===== src/rtl/gigatron_pkg.sv =====
// Shared types and constants for the Gigatron flash instruction fetch path.
package gigatron_pkg;

  localparam int ROM_WORD_W      = 16;
  localparam int FLASH_AW        = 22;
  localparam int FLASH_DW        = 8;
  localparam int WAIT_CYCLES_DEF = 4;

  typedef enum logic [1:0] {
    ST_IDLE,
    ST_RD_LO,
    ST_RD_HI,
    ST_DONE
  } fetch_state_e;

  // Byte address of the low byte of a ROM word; wraps modulo 2^FLASH_AW.
  function automatic logic [FLASH_AW-1:0] word_to_byte(input logic [FLASH_AW-1:0]   base,
                                                       input logic [ROM_WORD_W-1:0] waddr);
    return base + {{(FLASH_AW-ROM_WORD_W-1){1'b0}}, waddr, 1'b0};
  endfunction

endpackage


===== src/rtl/insn_cache.sv =====
// Direct-mapped instruction word cache; built only when FLASH_CACHE_EN is defined.
`ifdef FLASH_CACHE_EN
module insn_cache
  import gigatron_pkg::*;
#(
  parameter int AW = 6
) (
  input  logic                  clk,
  input  logic                  rst_n,
  input  logic                  flush,
  input  logic [ROM_WORD_W-1:0] lookup_addr,
  input  logic                  fill_start,
  input  logic                  fill_done,
  input  logic [ROM_WORD_W-1:0] fill_data,
  output logic                  hit,
  output logic [ROM_WORD_W-1:0] hit_data
);

  localparam int N  = 1 << AW;
  localparam int TW = ROM_WORD_W - AW;

  logic [N-1:0]            valid_q, valid_d;
  logic [TW-1:0]           tag_mem  [N];
  logic [ROM_WORD_W-1:0]   data_mem [N];
  logic [ROM_WORD_W-1:0]   fill_addr_q, fill_addr_d;
  logic                    kill_q, kill_d;
  logic                    wr_en;
  logic [AW-1:0]           lk_idx, wr_idx;

  assign lk_idx   = lookup_addr[AW-1:0];
  assign wr_idx   = fill_addr_q[AW-1:0];
  assign hit      = valid_q[lk_idx] && (tag_mem[lk_idx] == lookup_addr[ROM_WORD_W-1:AW]);
  assign hit_data = data_mem[lk_idx];

  // A flush seen while a fill is in flight poisons that fill.
  assign wr_en = fill_done && !kill_q && !flush;

  always_comb begin
    fill_addr_d = fill_start ? lookup_addr : fill_addr_q;
    kill_d      = fill_start ? 1'b0 : (flush ? 1'b1 : kill_q);
    valid_d     = valid_q;
    if (flush) begin
      valid_d = '0;
    end else if (wr_en) begin
      valid_d[wr_idx] = 1'b1;
    end
  end

  always_ff @(posedge clk or negedge rst_n) begin
    if (!rst_n) begin
      valid_q     <= '0;
      fill_addr_q <= '0;
      kill_q      <= 1'b0;
    end else begin
      valid_q     <= valid_d;
      fill_addr_q <= fill_addr_d;
      kill_q      <= kill_d;
    end
  end

  always_ff @(posedge clk) begin
    if (wr_en) begin
      tag_mem[wr_idx]  <= fill_addr_q[ROM_WORD_W-1:AW];
      data_mem[wr_idx] <= fill_data;
    end
  end

endmodule
`endif


===== src/rtl/flash_insn_fetch.sv =====
// Two-byte flash fetcher assembling 16-bit Gigatron instructions, low byte first.
// Optional word cache enabled by defining FLASH_CACHE_EN.
//   state    | meaning
//   ST_IDLE  | no word fetched since reset
//   ST_RD_LO | timing low-byte read
//   ST_RD_HI | timing high-byte read
//   ST_DONE  | insn valid (or cache hit pending), waiting for next req
module flash_insn_fetch
  import gigatron_pkg::*;
#(
  parameter int                  WAIT_CYCLES = WAIT_CYCLES_DEF,
  parameter logic [FLASH_AW-1:0] BASE_ADDR   = '0,
  parameter int                  CACHE_AW    = 6
) (
  input  logic                  CLOCK_50,
  input  logic                  reset_n,
  input  logic                  req,
  input  logic [ROM_WORD_W-1:0] romaddr,
  input  logic                  cache_flush,
  output logic [ROM_WORD_W-1:0] insn,
  output logic                  insn_rdy,
  output logic                  busy,
  output logic [FLASH_AW-1:0]   FL_ADDR,
  input  logic [FLASH_DW-1:0]   FL_DQ,
  output logic                  FL_CE_N,
  output logic                  FL_OE_N,
  output logic                  FL_WE_N,
  output logic                  FL_RST_N
);

  if (WAIT_CYCLES < 1 || WAIT_CYCLES > 15) begin : g_wait_range
    $error("flash_insn_fetch: WAIT_CYCLES must be within 1..15");
  end

  localparam logic [3:0] WAIT_LD = 4'(WAIT_CYCLES);

  fetch_state_e          state_q, state_d;
  logic [3:0]            cnt_q, cnt_d;
  logic [ROM_WORD_W-1:0] insn_q, insn_d;
  logic                  rdy_q, rdy_d;
  logic                  busy_q, busy_d;
  logic [FLASH_AW-1:0]   addr_q, addr_d;
  logic                  hit_pend_q, hit_pend_d;
  logic                  fl_rst_n_q;
  logic                  fill_start, fill_done;
  logic                  cache_hit;
  logic [ROM_WORD_W-1:0] cache_data;

`ifdef FLASH_CACHE_EN
  logic                  lk_hit;
  logic [ROM_WORD_W-1:0] lk_data;

  insn_cache #(
    .AW(CACHE_AW)
  ) u_insn_cache (
    .clk         (CLOCK_50),
    .rst_n       (reset_n),
    .flush       (cache_flush),
    .lookup_addr (romaddr),
    .fill_start  (fill_start),
    .fill_done   (fill_done),
    .fill_data   ({FL_DQ, insn_q[7:0]}),
    .hit         (lk_hit),
    .hit_data    (lk_data)
  );

  // Flush takes effect before the lookup of a simultaneous request.
  assign cache_hit  = lk_hit && !cache_flush;
  assign cache_data = lk_data;
`else
  localparam int unused_cache_aw = CACHE_AW;
  logic unused_cache;
  assign unused_cache = ^{cache_flush, fill_start, fill_done};
  assign cache_hit    = 1'b0;
  assign cache_data   = '0;
`endif

  always_comb begin
    state_d    = state_q;
    cnt_d      = cnt_q;
    insn_d     = insn_q;
    rdy_d      = rdy_q;
    busy_d     = busy_q;
    addr_d     = addr_q;
    hit_pend_d = 1'b0;
    fill_start = 1'b0;
    fill_done  = 1'b0;
    unique case (state_q)
      ST_IDLE, ST_DONE: begin
        if (req) begin
          rdy_d = 1'b0;
          if (cache_hit) begin
            insn_d     = cache_data;
            hit_pend_d = 1'b1;
            state_d    = ST_DONE;
          end else begin
            addr_d     = word_to_byte(BASE_ADDR, romaddr);
            busy_d     = 1'b1;
            cnt_d      = WAIT_LD;
            fill_start = 1'b1;
            state_d    = ST_RD_LO;
          end
        end else if (hit_pend_q) begin
          rdy_d = 1'b1;
        end
      end
      ST_RD_LO: begin
        if (cnt_q == 4'd1) begin
          insn_d[7:0] = FL_DQ;
          addr_d[0]   = 1'b1;
          cnt_d       = WAIT_LD;
          state_d     = ST_RD_HI;
        end else begin
          cnt_d = cnt_q - 4'd1;
        end
      end
      ST_RD_HI: begin
        cnt_d = cnt_q - 4'd1;
        if (cnt_q == 4'd1) begin
          insn_d[15:8] = FL_DQ;
          rdy_d        = 1'b1;
          busy_d       = 1'b0;
          addr_d       = '0;
          fill_done    = 1'b1;
          state_d      = ST_DONE;
        end
      end
      default: state_d = ST_IDLE;
    endcase
  end

  always_ff @(posedge CLOCK_50 or negedge reset_n) begin
    if (!reset_n) begin
      state_q    <= ST_IDLE;
      cnt_q      <= '0;
      insn_q     <= '0;
      rdy_q      <= 1'b0;
      busy_q     <= 1'b0;
      addr_q     <= '0;
      hit_pend_q <= 1'b0;
      fl_rst_n_q <= 1'b0;
    end else begin
      state_q    <= state_d;
      cnt_q      <= cnt_d;
      insn_q     <= insn_d;
      rdy_q      <= rdy_d;
      busy_q     <= busy_d;
      addr_q     <= addr_d;
      hit_pend_q <= hit_pend_d;
      fl_rst_n_q <= 1'b1;
    end
  end

  assign insn     = insn_q;
  assign insn_rdy = rdy_q;
  assign busy     = busy_q;
  assign FL_ADDR  = addr_q;
  assign FL_CE_N  = ~reset_n;
  assign FL_OE_N  = ~reset_n;
  assign FL_WE_N  = 1'b1;
  assign FL_RST_N = fl_rst_n_q;

endmodule


===== config.mk =====
export PLATFORM = sky130hd
export DESIGN_NAME = flash_insn_fetch
export DESIGN_NICKNAME = d
export VERILOG_FILES = /design/src/rtl/gigatron_pkg.sv /design/src/rtl/insn_cache.sv /design/src/rtl/flash_insn_fetch.sv
export SDC_FILE = /design/constraint.sdc
export NUM_CORES = 1
export LEC_CHECK = 0
export CORE_MARGIN = 2
export CORE_UTILIZATION = 45
export CTS_BUF_LIST = sky130_fd_sc_hd__clkbuf_2
export CTS_CLUSTER_SIZE = 14
export DETAILED_ROUTE_END_ITERATION = 10
export GPL_TIMING_DRIVEN = 0
export PLACE_DENSITY = 0.9
export RECOVER_POWER = 25
export SYNTH_ARGS = -nofsm -noshare
export SYNTH_HDL_FRONTEND = slang
export SYNTH_SLANG_ARGS = --single-unit
export TNS_END_PERCENT = 100

===== constraint.sdc =====
create_clock -name CLOCK_50 -period 1.85 [get_ports CLOCK_50]
set_clock_uncertainty 0.05 [all_clocks]
set_input_delay 0.4625 -clock CLOCK_50 [delete_from_list [all_inputs] [get_ports CLOCK_50]]
set_output_delay 0.4625 -clock CLOCK_50 [all_outputs]
set_load 0.05 [all_outputs]

=== After elaboration in Yosys (flattened, before gate mapping) ===
Cells that the tools add are included.

* Flip-flop bits (word level): 47
* Input port bits: 28
* Output and inout port bits: 44
* Word-level logic and storage cells: 42

* Add/sub/neg operators: 1
* Equal/unequal tests: 7
* Muxes and demuxes: 17
* Bitwise gates (word level): 1
* Reduce and logical (&&, ||, !) cells: 7

{| class="wikitable"
|+ Operators by type and width
! kind !! number
|-
| two-way mux 22 bit || 2
|-
| case mux 21 bit (2 select lines) || 1
|-
| case mux 4 bit (3 select lines) || 1
|-
| two-way mux 4 bit || 2
|-
| two-way mux 2 bit || 3
|-
| != test 2 bit, second input constant || 3
|-
| case mux 2 bit (3 select lines) || 1
|-
| AND reduction 3 bit || 2
|-
| equality test 2 bit, second input constant || 2
|-
| equality test 4 x 1 -> 1 bit, second input constant || 1
|-
| two-way mux 1 bit || 4
|-
| case mux 1 bit (2 select lines) || 2
|-
| AND reduction 2 bit || 2
|-
| subtractor 4 x 1 -> 4 bit, second input constant || 1
|-
| case mux 1 bit (3 select lines) || 1
|-
| equality test 2 x 1 -> 1 bit, second input constant || 1
|-
| zero test 2 bit || 1
|-
| nonzero test 2 bit || 1
|-
| OR reduction 2 bit || 1
|-
| NOT 1 bit || 1
|}

=== Longest topological paths before layout ===
Gate-level depths: netlist of run 1.

* Word-level depth: 4
* Gate-level depth with buffers: 7
* Depth with buffers taken out: 5

=== Worst setup path before layout of run 1 ===
Ideal clock, no wire load.

* Path type: reg-to-reg
* From: register state_q[0]
* To: register insn_q[10], in the netlist insn[10]
* Setup time: 125 ps
* Data arrival time: 1,446 ps
* Required time: 1,675 ps
* Path slack: 229 ps
* Cell stages (with the launch flop): 6
* Buffers on the path: 1
* Clock period less this slack: 1,621 ps
* Path through: dfrtp_1 > inv_1 > ha_1 > and4bb_4 > buf_4 > mux2_2

* Word-level cells in the longest chain between the ends: 2

{| class="wikitable"
|+ Ends and longest elaborated chain
! element !! line !! source
|-
| from (decl) || flash_insn_fetch.sv:37 || <nowiki>fetch_state_e state_q, state_d;</nowiki>
|-
| from (signal assigned) || flash_insn_fetch.sv:143 || <nowiki>state_q <= state_d;</nowiki>
|-
| equality test 2 bit || flash_insn_fetch.sv:88 || <nowiki>unique case (state_q)</nowiki>
|-
| AND reduction 2 bit (no source line) || n/a ||
|-
| to (signal assigned) || flash_insn_fetch.sv:145 || <nowiki>insn_q <= insn_d;</nowiki>
|-
| to (decl) || flash_insn_fetch.sv:39 || <nowiki>logic [ROM_WORD_W-1:0] insn_q, insn_d;</nowiki>
|}

Every way passes these cells.
A chain may end at the register's enable or synchronous reset.

=== Worst setup path in the final report of run 1 ===
* From: register addr_q[7], in the netlist FL_ADDR[7]
* To: output port FL_ADDR[7]

{| class="wikitable"
|+ RTL lines
! element !! line !! source
|-
| from (decl) || flash_insn_fetch.sv:42 || <nowiki>logic [FLASH_AW-1:0] addr_q, addr_d;</nowiki>
|-
| from (signal assigned) || flash_insn_fetch.sv:148 || <nowiki>addr_q <= addr_d;</nowiki>
|-
| to (decl) || flash_insn_fetch.sv:23 || <nowiki>output logic [FLASH_AW-1:0] FL_ADDR,</nowiki>
|}

No word-level cell between the ends.

==> results of run 1 <==
[layout by cell type, fill, tap and decap left out]
cell type / instances
a211oi_1: 1
a21oi_1: 4
a22o_1: 6
a22o_2: 10
a2bb2oi_1: 1
and4bb_4: 1
buf_4: 10
buf_6: 1
clkbuf_1: 1
clkbuf_2: 37
clkbuf_4: 1
clkdlybuf4s15_1: 5
clkdlybuf4s50_1: 25
clkinv_1: 3
conb_1: 7
dfrtp_1: 42
dlygate4sd2_1: 1
dlygate4sd3_1: 2
ha_1: 4
ha_2: 1
inv_1: 7
mux2_2: 16
mux2i_1: 1
nand2_1: 2
nand2_2: 1
nand2b_1: 1
nor2_1: 4
nor2_4: 1
nor2b_1: 2
nor3_1: 2
nor3b_4: 1
o21ai_0: 4
o21ai_4: 1
o22ai_1: 1
o2bb2ai_1: 2
o31ai_1: 2
o32ai_1: 1
or2b_1: 1
or3b_2: 1
xnor2_1: 1
[cells by family after synthesis]
logic type,count (synthesis),share of synthesized area
DFF,42,0.578
and+or+nand+nor,17,0.0633
muxes,17,0.105
other,2,0.00413
AOI/OAI and AO/OA,33,0.150
buffers and inverters,18,0.0606
xor gates and xnor gates,1,0.00482
adders and majority gates,5,0.0344
[state kept, by name, summed over array words and instances (netlist names)]
register and flops:
cnt_q 4, insn 16, FL_RST_N 1, insn_rdy 1, FL_ADDR 17, state_q 2
busy 1
[routing by layer]
metal	vias up	wire length, µm
li1	626	-
met1	632	1680
met2	48	1960
met3	7	269
met4	0	56
met5	-	0
[what timing repair did]
action | in CTS | in global routing
cloned | 0 | 0
endpoints found under the hold margin | 16 | 0
endpoints found under the setup margin | 48 | 53
hold buffers | 2 | 0
resized for setup | 50 | 61
[layout make-up]
type                       instances  area (µm²)  share of cell area
buffer                            11        86.3              0.0353
multi-input combinational         80         683               0.279
clock inverter                     3        11.3             0.00460
inverter                           7        26.3              0.0107
tap                               50        62.6              0.0256
clock buffer                       5        25.0              0.0102
timing repair buffer              67         500               0.205
sequential                        42        1050               0.430
[cell usage after synthesis]
cell / instances
a22o_1: 6
buf_4: 8
mux2i_1: 1
mux2_2: 16
nand2_2: 1
dfrtp_1: 42
a211oi_1: 1
o31ai_1: 2
inv_1: 7
xnor2_1: 1
nor2b_1: 2
o21ai_4: 1
nand2b_1: 1
nor2_2: 1
clkbuf_4: 1
o32ai_1: 1
and4bb_4: 1
ha_1: 5
a2bb2oi_1: 1
o22ai_1: 1
conb_1: 2
nor2_1: 4
o21ai_0: 4
or2b_1: 1
nor3_1: 2
or3b_2: 1
nand2_1: 2
nor3b_4: 1
buf_6: 1
buf_2: 1
a22o_2: 10
o2bb2ai_1: 2
a21oi_1: 4
[worst max path at each step]
stage	start	end	depth (start not counted)
after global placement	reset_n	FL_OE_N	4
after detailed placement	reset_n	FL_OE_N	4
after CTS	FL_ADDR[1]	FL_ADDR[1]	1
after floorplan	state_q[0]	insn[10]	5
after global routing	FL_ADDR[7]	FL_ADDR[7]	1
final	FL_ADDR[7]	FL_ADDR[7]	1
[through the flow]
stage	hold WS [ns]	power, mW
after floorplan	0.117	3.80
after global placement	0.433	4.74
after detailed placement	0.364	4.81
after CTS	0.474	4.98
after global routing	0.494	5.17
final	0.472	4.88
[power by group]
part           total (mW)  leakage (nW)  switching, mW  internal (mW)
combinational        2.98         0.645           2.01          0.969
clock               0.356        0.0255          0.275         0.0808
sequential           1.55         0.523          0.245           1.31
total                4.88          1.19           2.53           2.36
==> flow_summary.json, run 1 <==
{
  "ant_nets": 0,
  "synthTopCellsByArea": "dfrtp_1 58%, mux2_2 9.9%, a22o_2 5.5%, ha_1 3.4%, buf_4 3.3%",
  "power_per_cell_area_nw_per_um2": 2000,
  "place_area_um2": 2550,
  "crit_type": "reg -> out",
  "cp_slowest_cell": "clkdlybuf4s15_1",
  "postSynthCellCount": 135,
  "finalCritPeriodShare": 0.960,
  "crit_buf_inv": 1,
  "die_y_um": 67.6,
  "rsz0062_at_grt": "false",
  "min_from": "FL_ADDR[13]",
  "track_usage": 0.181,
  "cap_violations": 0,
  "fill_cells": 318,
  "clockBufferDepth": 2,
  "gr-usage-met1": 0.227,
  "grt_pass1_wl_mm": 6.02,
  "final-instance-count-excl-fill": 265,
  "min_period_ns": 1.78,
  "grt_pass1_vias": 1236,
  "synth_top_area_cell": "dfrtp_1",
  "antenna_cells": 0,
  "pre_cts_slack_ns": -0.440,
  "top_usage_layer": "met2",
  "synth.distinct_cells": 33,
  "cp-end-kind": "output pin",
  "setup_violations": 0,
  "synth_seq_cells": 42,
  "crit_path_start_kind": "flop",
  "crit_chain": "clkdlybuf4s15_1",
  "htree_levels": 2,
  "tritoncts": "built",
  "post_drt_wl_per_cell_um": 15.0,
  "dr_total_vias": 1313,
  "synth-seq-area-share": 0.578,
  "grtUsageMet2": 0.289,
  "power_leakage_nw": 1.19,
  "io_buffers": 64,
  "drcViolationCount": 0,
  "arrival_ns": 1.26,
  "syn_area_per_cell_um2": 13.5,
  "r2r_start": "state_q[0]",
  "post_cts_buffers": 0,
  "yosys_warnings": 0,
  "routed_via_density": 4.95,
  "fin_nets": 247,
  "gp_congestion": 0.827,
  "hold_path.class": "reg -> reg",
  "hpwl_mm": 2.84,
  "reg2reg_slack_ns": 0.10,
  "met3_usage": 0.0567,
  "drive_above_1_share": 0.381,
  "peakVddDrop_mv": 1.04,
  "syn_to_final_growth_pct": 34.5,
  "fin_tns_setup_ns": 0,
  "dr.first_iter.drc_count": 68,
  "die_w_um": 67.6,
  "grt_max_degree": 27,
  "critPathTopFamily": "buffers and inverters",
  "setup_ws_ns": 0.0748,
  "insertion_delay_ns": 0.38,
  "hold_viol": 0,
  "antenna_found_initial": 0,
  "drt_pass1_iterations": 4,
  "outcome": "completed",
  "worstReg2RegEnd": "insn[10]",
  "coreArea_um2": 3940,
  "numCtsBuffers": 5,
  "rr_worst_depth": 5,
  "cts-root-buf": "clkbuf_2",
  "die_area_um2": 4560,
  "grt_overflow": 0,
  "final_area_um2": 2450,
  "ios": 72,
  "max_freq_mhz": 563,
  "min_to": "FL_ADDR[13]",
  "slew_headroom": 0.548,
  "cts.sink_count": 42,
  "min_path_cells": 1,
  "netlist.area_leader.share": 0.578,
  "drt-total-wl_mm": 3.97,
  "clkSlewWorstSetupHoldPaths_ns": 0.19,
  "fin_util": 0.620,
  "netlist_area_um2": 1820,
  "placedCellCount": 255,
  "max_stage_delay_ns": 0.49,
  "worstMarginPinSlew_ns": 0.676,
  "required_ns": 1.34,
  "start_util": 0.461,
  "path_max_fanout": 2,
  "slew_violations": 0,
  "num_rows": 23
}
No activity file was read; power rests on OpenSTA's default activity.
==> run 2, diff against run 1 <==
==> constraint.sdc (replaced) <==
create_clock -name CLOCK_50 -period 1.85 [get_ports CLOCK_50]
set_clock_uncertainty 0.05 [all_clocks]
set_input_delay 0.185 -clock CLOCK_50 [delete_from_list [all_inputs] [get_ports CLOCK_50]]
set_output_delay 0.185 -clock CLOCK_50 [all_outputs]
set_load 0.05 [all_outputs]
==> flow_summary.json, run 2 (synthesis results as in run 1) <==
{
  "rsz0062_at_grt": "false",
  "endpoint": "insn[10]",
  "grt_overflow": 0,
  "path_max_fanout": 10,
  "placedCellCount": 255,
  "antenna_cells": 0,
  "track_usage": 0.179,
  "hold_path.class": "in -> reg",
  "met3_usage": 0.0550,
  "final_area_um2": 2660,
  "drive_above_1_share": 0.234,
  "power_per_cell_area_nw_per_um2": 1920,
  "fill_cells": 285,
  "clkPwrFrac": 0.070,
  "ios": 72,
  "hpwl_mm": 2.84,
  "drcViolationCount": 0,
  "crit_chain": "inv_1 -> ha_2 -> and4bb_4 -> buf_4 -> mux2_2",
  "worstMarginPinSlew_ns": 0.723,
  "htree_levels": 2,
  "grtUsageMet2": 0.281,
  "p_sw_frac": 0.493,
  "max_freq_mhz": 570,
  "antenna_found_initial": 0,
  "start_util": 0.461,
  "routed_via_density": 4.94,
  "die_area_um2": 4560,
  "insertion_delay_ns": 0.39,
  "grt_pass1_wl_mm": 5.93,
  "num_rows": 23,
  "layout_common_cells": "42 x dfrtp_1, 28 x dlymetal6s2s_1, 27 x clkdlybuf4s50_1",
  "crit_start": "state_q[0]",
  "switching_power_mw": 2.51,
  "post_drt_wl_per_cell_um": 15.1,
  "pwr-share-comb": 0.627,
  "reg2reg_slack_ns": 0.09,
  "cts.sink_count": 42,
  "total_power_mw": 5.09,
  "ant_nets": 0,
  "arrival_ns": 2.00,
  "setup_violations": 0,
  "syn_to_final_growth_pct": 46.0,
  "max_stage_delay_ns": 0.43,
  "top_usage_layer": "met2",
  "place_area_um2": 2550,
  "post_cts_buffers": 0,
  "rr_worst_depth": 5,
  "grt_max_degree": 27,
  "crit_type": "reg -> reg",
  "cap_violations": 0,
  "die_y_um": 67.6,
  "drt_pass1_iterations": 4,
  "clockBufferDepth": 2,
  "gr-usage-met1": 0.228,
  "hold-worst-slack_ns": 0.338,
  "required_ns": 2.09,
  "coreArea_um2": 3940,
  "drt-total-wl_mm": 3.98,
  "hold_viol": 0,
  "outcome": "completed",
  "r2r_start": "state_q[0]",
  "dr.first_iter.drc_count": 77,
  "crit_path_start_kind": "flop",
  "gp_congestion": 0.827,
  "final-instance-count-excl-fill": 264,
  "peakVddDrop_mv": 1.08,
  "internal_power_mw": 2.58,
  "power_leakage_nw": 1.53,
  "numCtsBuffers": 5,
  "min_period_ns": 1.76,
  "cts-root-buf": "clkbuf_2",
  "slew_headroom": 0.516,
  "finalCritPeriodShare": 0.949,
  "cp_slowest_cell": "dfrtp_1",
  "final_common_cell": "dfrtp_1",
  "grt_pass1_vias": 1221,
  "cp-end-kind": "flop",
  "fin_nets": 246,
  "fin_tns_setup_ns": 0,
  "io_buffers": 64,
  "dr_total_vias": 1303,
  "slew_violations": 0,
  "seqPwrFrac": 0.302,
  "clkSlewWorstSetupHoldPaths_ns": 0.19,
  "largest_reg_flops": 17,
  "worstReg2RegEnd": "insn[10]",
  "die_w_um": 67.6,
  "tritoncts": "built"
}
[run 2: changes by cell type in the layout (fill, tap and decap cells not counted)]
cell             delta
clkbuf_2           -31
dlymetal6s2s_1     +28
dlygate4sd2_1       +7
clkdlybuf4s15_1     -5
clkdlybuf4s50_1     +2
buf_4               -1
dlygate4sd3_1       -1
[run 2: worst max-delay path, delay by kind of cell, from the launching register on]
| family | cells | cell delay (ns) |
|---|---|---|
| DFF | 1 | 0.43 |
| muxes | 1 | 0.35 |
| buffers and inverters | 2 | 0.29 |
| and+or+nand+nor | 1 | 0.29 |
| adders and majority gates | 1 | 0.25 |
[run 2: worst min-delay path by stage]
stage / from / end / slack [ns] / depth (start not counted)
finish: romaddr[14] / FL_ADDR[15] / 0.34 / 2
global route: romaddr[14] / FL_ADDR[15] / 0.31 / 2
floorplan: reset_n / FL_ADDR[0] / -0.16 / 0
CTS: romaddr[5] / FL_ADDR[6] / 0.33 / 2
detailed placement: reset_n / FL_ADDR[6] / 0.09 / 1
global placement: FL_ADDR[9] / FL_ADDR[9] / 0.43 / 1
[run 2: cell type report]
cell class	count	area, µm²	area share
clock buffer	5	25.0	0.00943
multi-input combinational	80	683	0.257
sequential	42	1050	0.396
buffer	11	86.3	0.0325
tap	50	62.6	0.0236
clock inverter	3	11.3	0.00424
timing repair buffer	66	709	0.267
inverter	7	26.3	0.00990
[run 2: what timing repair did]
item	CTS	global route
endpoints found under the hold margin	42	0
gates resized for setup	9	31
setup endpoints to repair	18	45
hold buffers	1	0
gates cloned	0	0
[run 2: stage by stage]
step           setup WS [ns]  utilization
6_report              0.0945        0.673
3_3_place_gp           -1.43        0.644
2_1_floorplan          0.229            -
5_1_grt               0.0139        0.673
4_1_cts             0.000159        0.659
3_5_place_dp         -0.0222        0.648
[run 2: layer usage]
metal  part of all wire  vias to the layer above
li1                   -                      626
met1               0.41                      620
met2               0.50                       50
met3              0.075                        7
met4              0.013                        0
met5                  0                        -
[run 2: power groups by stage]
stage / logic [mW] / clock network (mW) / registers, mW
floorplan: 1.12 / 0 / 2.69
global placement: 3.19 / 0 / 1.54
detailed placement: 3.25 / 0 / 1.57
CTS: 3.23 / 0.369 / 1.54
global route: 3.39 / 0.403 / 1.59
finish: 3.19 / 0.358 / 1.54
==> run 3, diff against run 2 <==
Settings changed: CTS_BUF_LIST sky130_fd_sc_hd__clkbuf_2 to sky130_fd_sc_hd__clkbuf_4 sky130_fd_sc_hd__clkbuf_8, TNS_END_PERCENT 100 to default.
Clock period 1.85 ns to 1.69 ns, I/O delays scaled along.
==> flow_summary.json, run 3 (synthesis results as in run 1) <==
{
  "num_rows": 23,
  "path_max_fanout": 1,
  "top_layer_used": "met4",
  "io_buffers": 64,
  "r2r_start": "cnt_q[0]",
  "grt_pass1_vias": 1239,
  "crit_path_start_kind": "flop",
  "hold-worst-slack_ns": 0.432,
  "slew_headroom": 0.539,
  "critPathTopFamily": "buffers and inverters",
  "outcome": "completed",
  "die_w_um": 67.6,
  "dr_total_vias": 1357,
  "max_stage_delay_ns": 0.80,
  "power_per_cell_area_nw_per_um2": 2160,
  "clkPwrFrac": 0.121,
  "drt-met1-wl_mm": 1.60,
  "finalCritPeriodShare": 0.975,
  "dr.first_iter.drc_count": 38,
  "pwr-share-comb": 0.600,
  "die_y_um": 67.6,
  "hold_path.class": "in -> reg",
  "drcViolationCount": 0,
  "track_usage": 0.181,
  "tritoncts": "built",
  "wl_met2_mm": 2.05,
  "ios": 72,
  "fill_cells": 261,
  "drt-total-wl_mm": 4.07,
  "hpwl_mm": 2.84,
  "min_period_ns": 1.65,
  "required_ns": 1.47,
  "power_leakage_nw": 1.60,
  "reg2reg_slack_ns": 0.06,
  "fin_tns_setup_ns": 0,
  "htree_levels": 2,
  "largest_reg_flops": 17,
  "switching_power_mw": 2.83,
  "final_common_cell": "dfrtp_1",
  "internal_power_mw": 3.24,
  "drt_pass1_iterations": 4,
  "p_sw_frac": 0.466,
  "arrival_ns": 1.43,
  "cts-root-buf": "clkbuf_8",
  "grt_overflow": 0,
  "coreArea_um2": 3940,
  "layout_common_cells": "42 x dfrtp_1, 27 x clkdlybuf4s50_1, 27 x dlymetal6s2s_1",
  "crit_type": "reg -> out",
  "fin_nets": 251,
  "crit_start": "FL_RST_N",
  "fin_util": 0.712,
  "worstMarginPinSlew_ns": 0.690,
  "hold_viol": 0,
  "start_util": 0.461,
  "antenna_found_initial": 0,
  "post_drt_wl_per_cell_um": 15.1,
  "insertion_delay_ns": 0.29,
  "grt_pass1_wl_mm": 6.02,
  "crit_cells": 1,
  "max_freq_mhz": 607,
  "cap_violations": 0,
  "antenna_cells": 0,
  "die_area_um2": 4560,
  "endpoint": "FL_RST_N",
  "clockBufferDepth": 2,
  "cp-end-kind": "output pin",
  "peakVddDrop_mv": 1.50,
  "crit_chain": "clkdlybuf4s50_1",
  "drive_above_1_share": 0.274,
  "grt_max_degree": 27,
  "ant_nets": 0,
  "cts.sink_count": 42,
  "gp_congestion": 0.827,
  "syn_to_final_growth_pct": 54.4,
  "crit_buf_inv": 1,
  "seqPwrFrac": 0.279,
  "slew_violations": 0,
  "setup_violations": 0,
  "worstReg2RegEnd": "FL_ADDR[10]",
  "numCtsBuffers": 5,
  "rr_worst_depth": 5,
  "cp_slowest_cell": "clkdlybuf4s50_1",
  "wl_met3_um": 363,
  "routed_via_density": 5.04,
  "clkSlewWorstSetupHoldPaths_ns": 0.08
}
## run 3: cell count changes in the layout (fill, tap and decap cells not counted), moves of 2 or more
cell	previous run	this run
clkinv_1	3	0
clkbuf_8	0	9
buf_4	9	11
clkbuf_2	6	1
## run 3: cell type report
class                           instances  area [µm²]  share of cell area
Tap cell                               50        62.6              0.0223
Timing Repair Buffer                   71         746               0.266
Clock buffer                            8         110              0.0392
Sequential cell                        42        1050               0.374
Buffer                                 11        93.8              0.0334
Multi-Input combinational cell         80         717               0.255
Inverter                                7        26.3             0.00936
## run 3: worst min-delay path by stage
stage | to | cells after the start | slack, ns | startpoint
after floorplan | FL_ADDR[0] | 0 | -0.18 | reset_n
after global placement | FL_ADDR[9] | 1 | 0.43 | FL_ADDR[9]
after detailed placement | FL_ADDR[6] | 1 | 0.07 | reset_n
after CTS | insn[11] | 3 | 0.38 | reset_n
after global routing | FL_ADDR[6] | 2 | 0.43 | romaddr[5]
final | FL_ADDR[1] | 2 | 0.43 | romaddr[0]
## run 3: per-stage QoR
stage,total power [mW],worst slack (ns),std cells,cell area (µm²)
global placement,5.18,-1.56,254,2540
detailed placement,5.27,-0.166,255,2550
finish,6.07,0.0419,269,2810
global route,6.38,-0.0347,269,2810
floorplan,4.16,0.0687,140,1840
CTS,6.06,0.00158,266,2710
## run 3: routing by layer
layer,vias up,track usage
met5,-,0
met4,0,0.0612
met3,7,0.0767
met2,56,0.288
met1,658,0.222
li1,636,-
## run 3: power by group through the flow
stage          combinational, mW  clock [mW]  sequential (mW)
5_1_grt                     3.85       0.785             1.75
2_1_floorplan               1.22           0             2.94
6_report                    3.64       0.734             1.69
3_3_place_gp                3.50           0             1.69
4_1_cts                     3.60       0.754             1.70
3_5_place_dp                3.55           0             1.71
## run 3: what timing repair did
item,CTS,global route
hold buffers,2,0
setup endpoints to repair,28,56
pin swaps,1,0
gates resized for setup,15,32
endpoints found under the hold margin,16,0
setup buffers,1,3
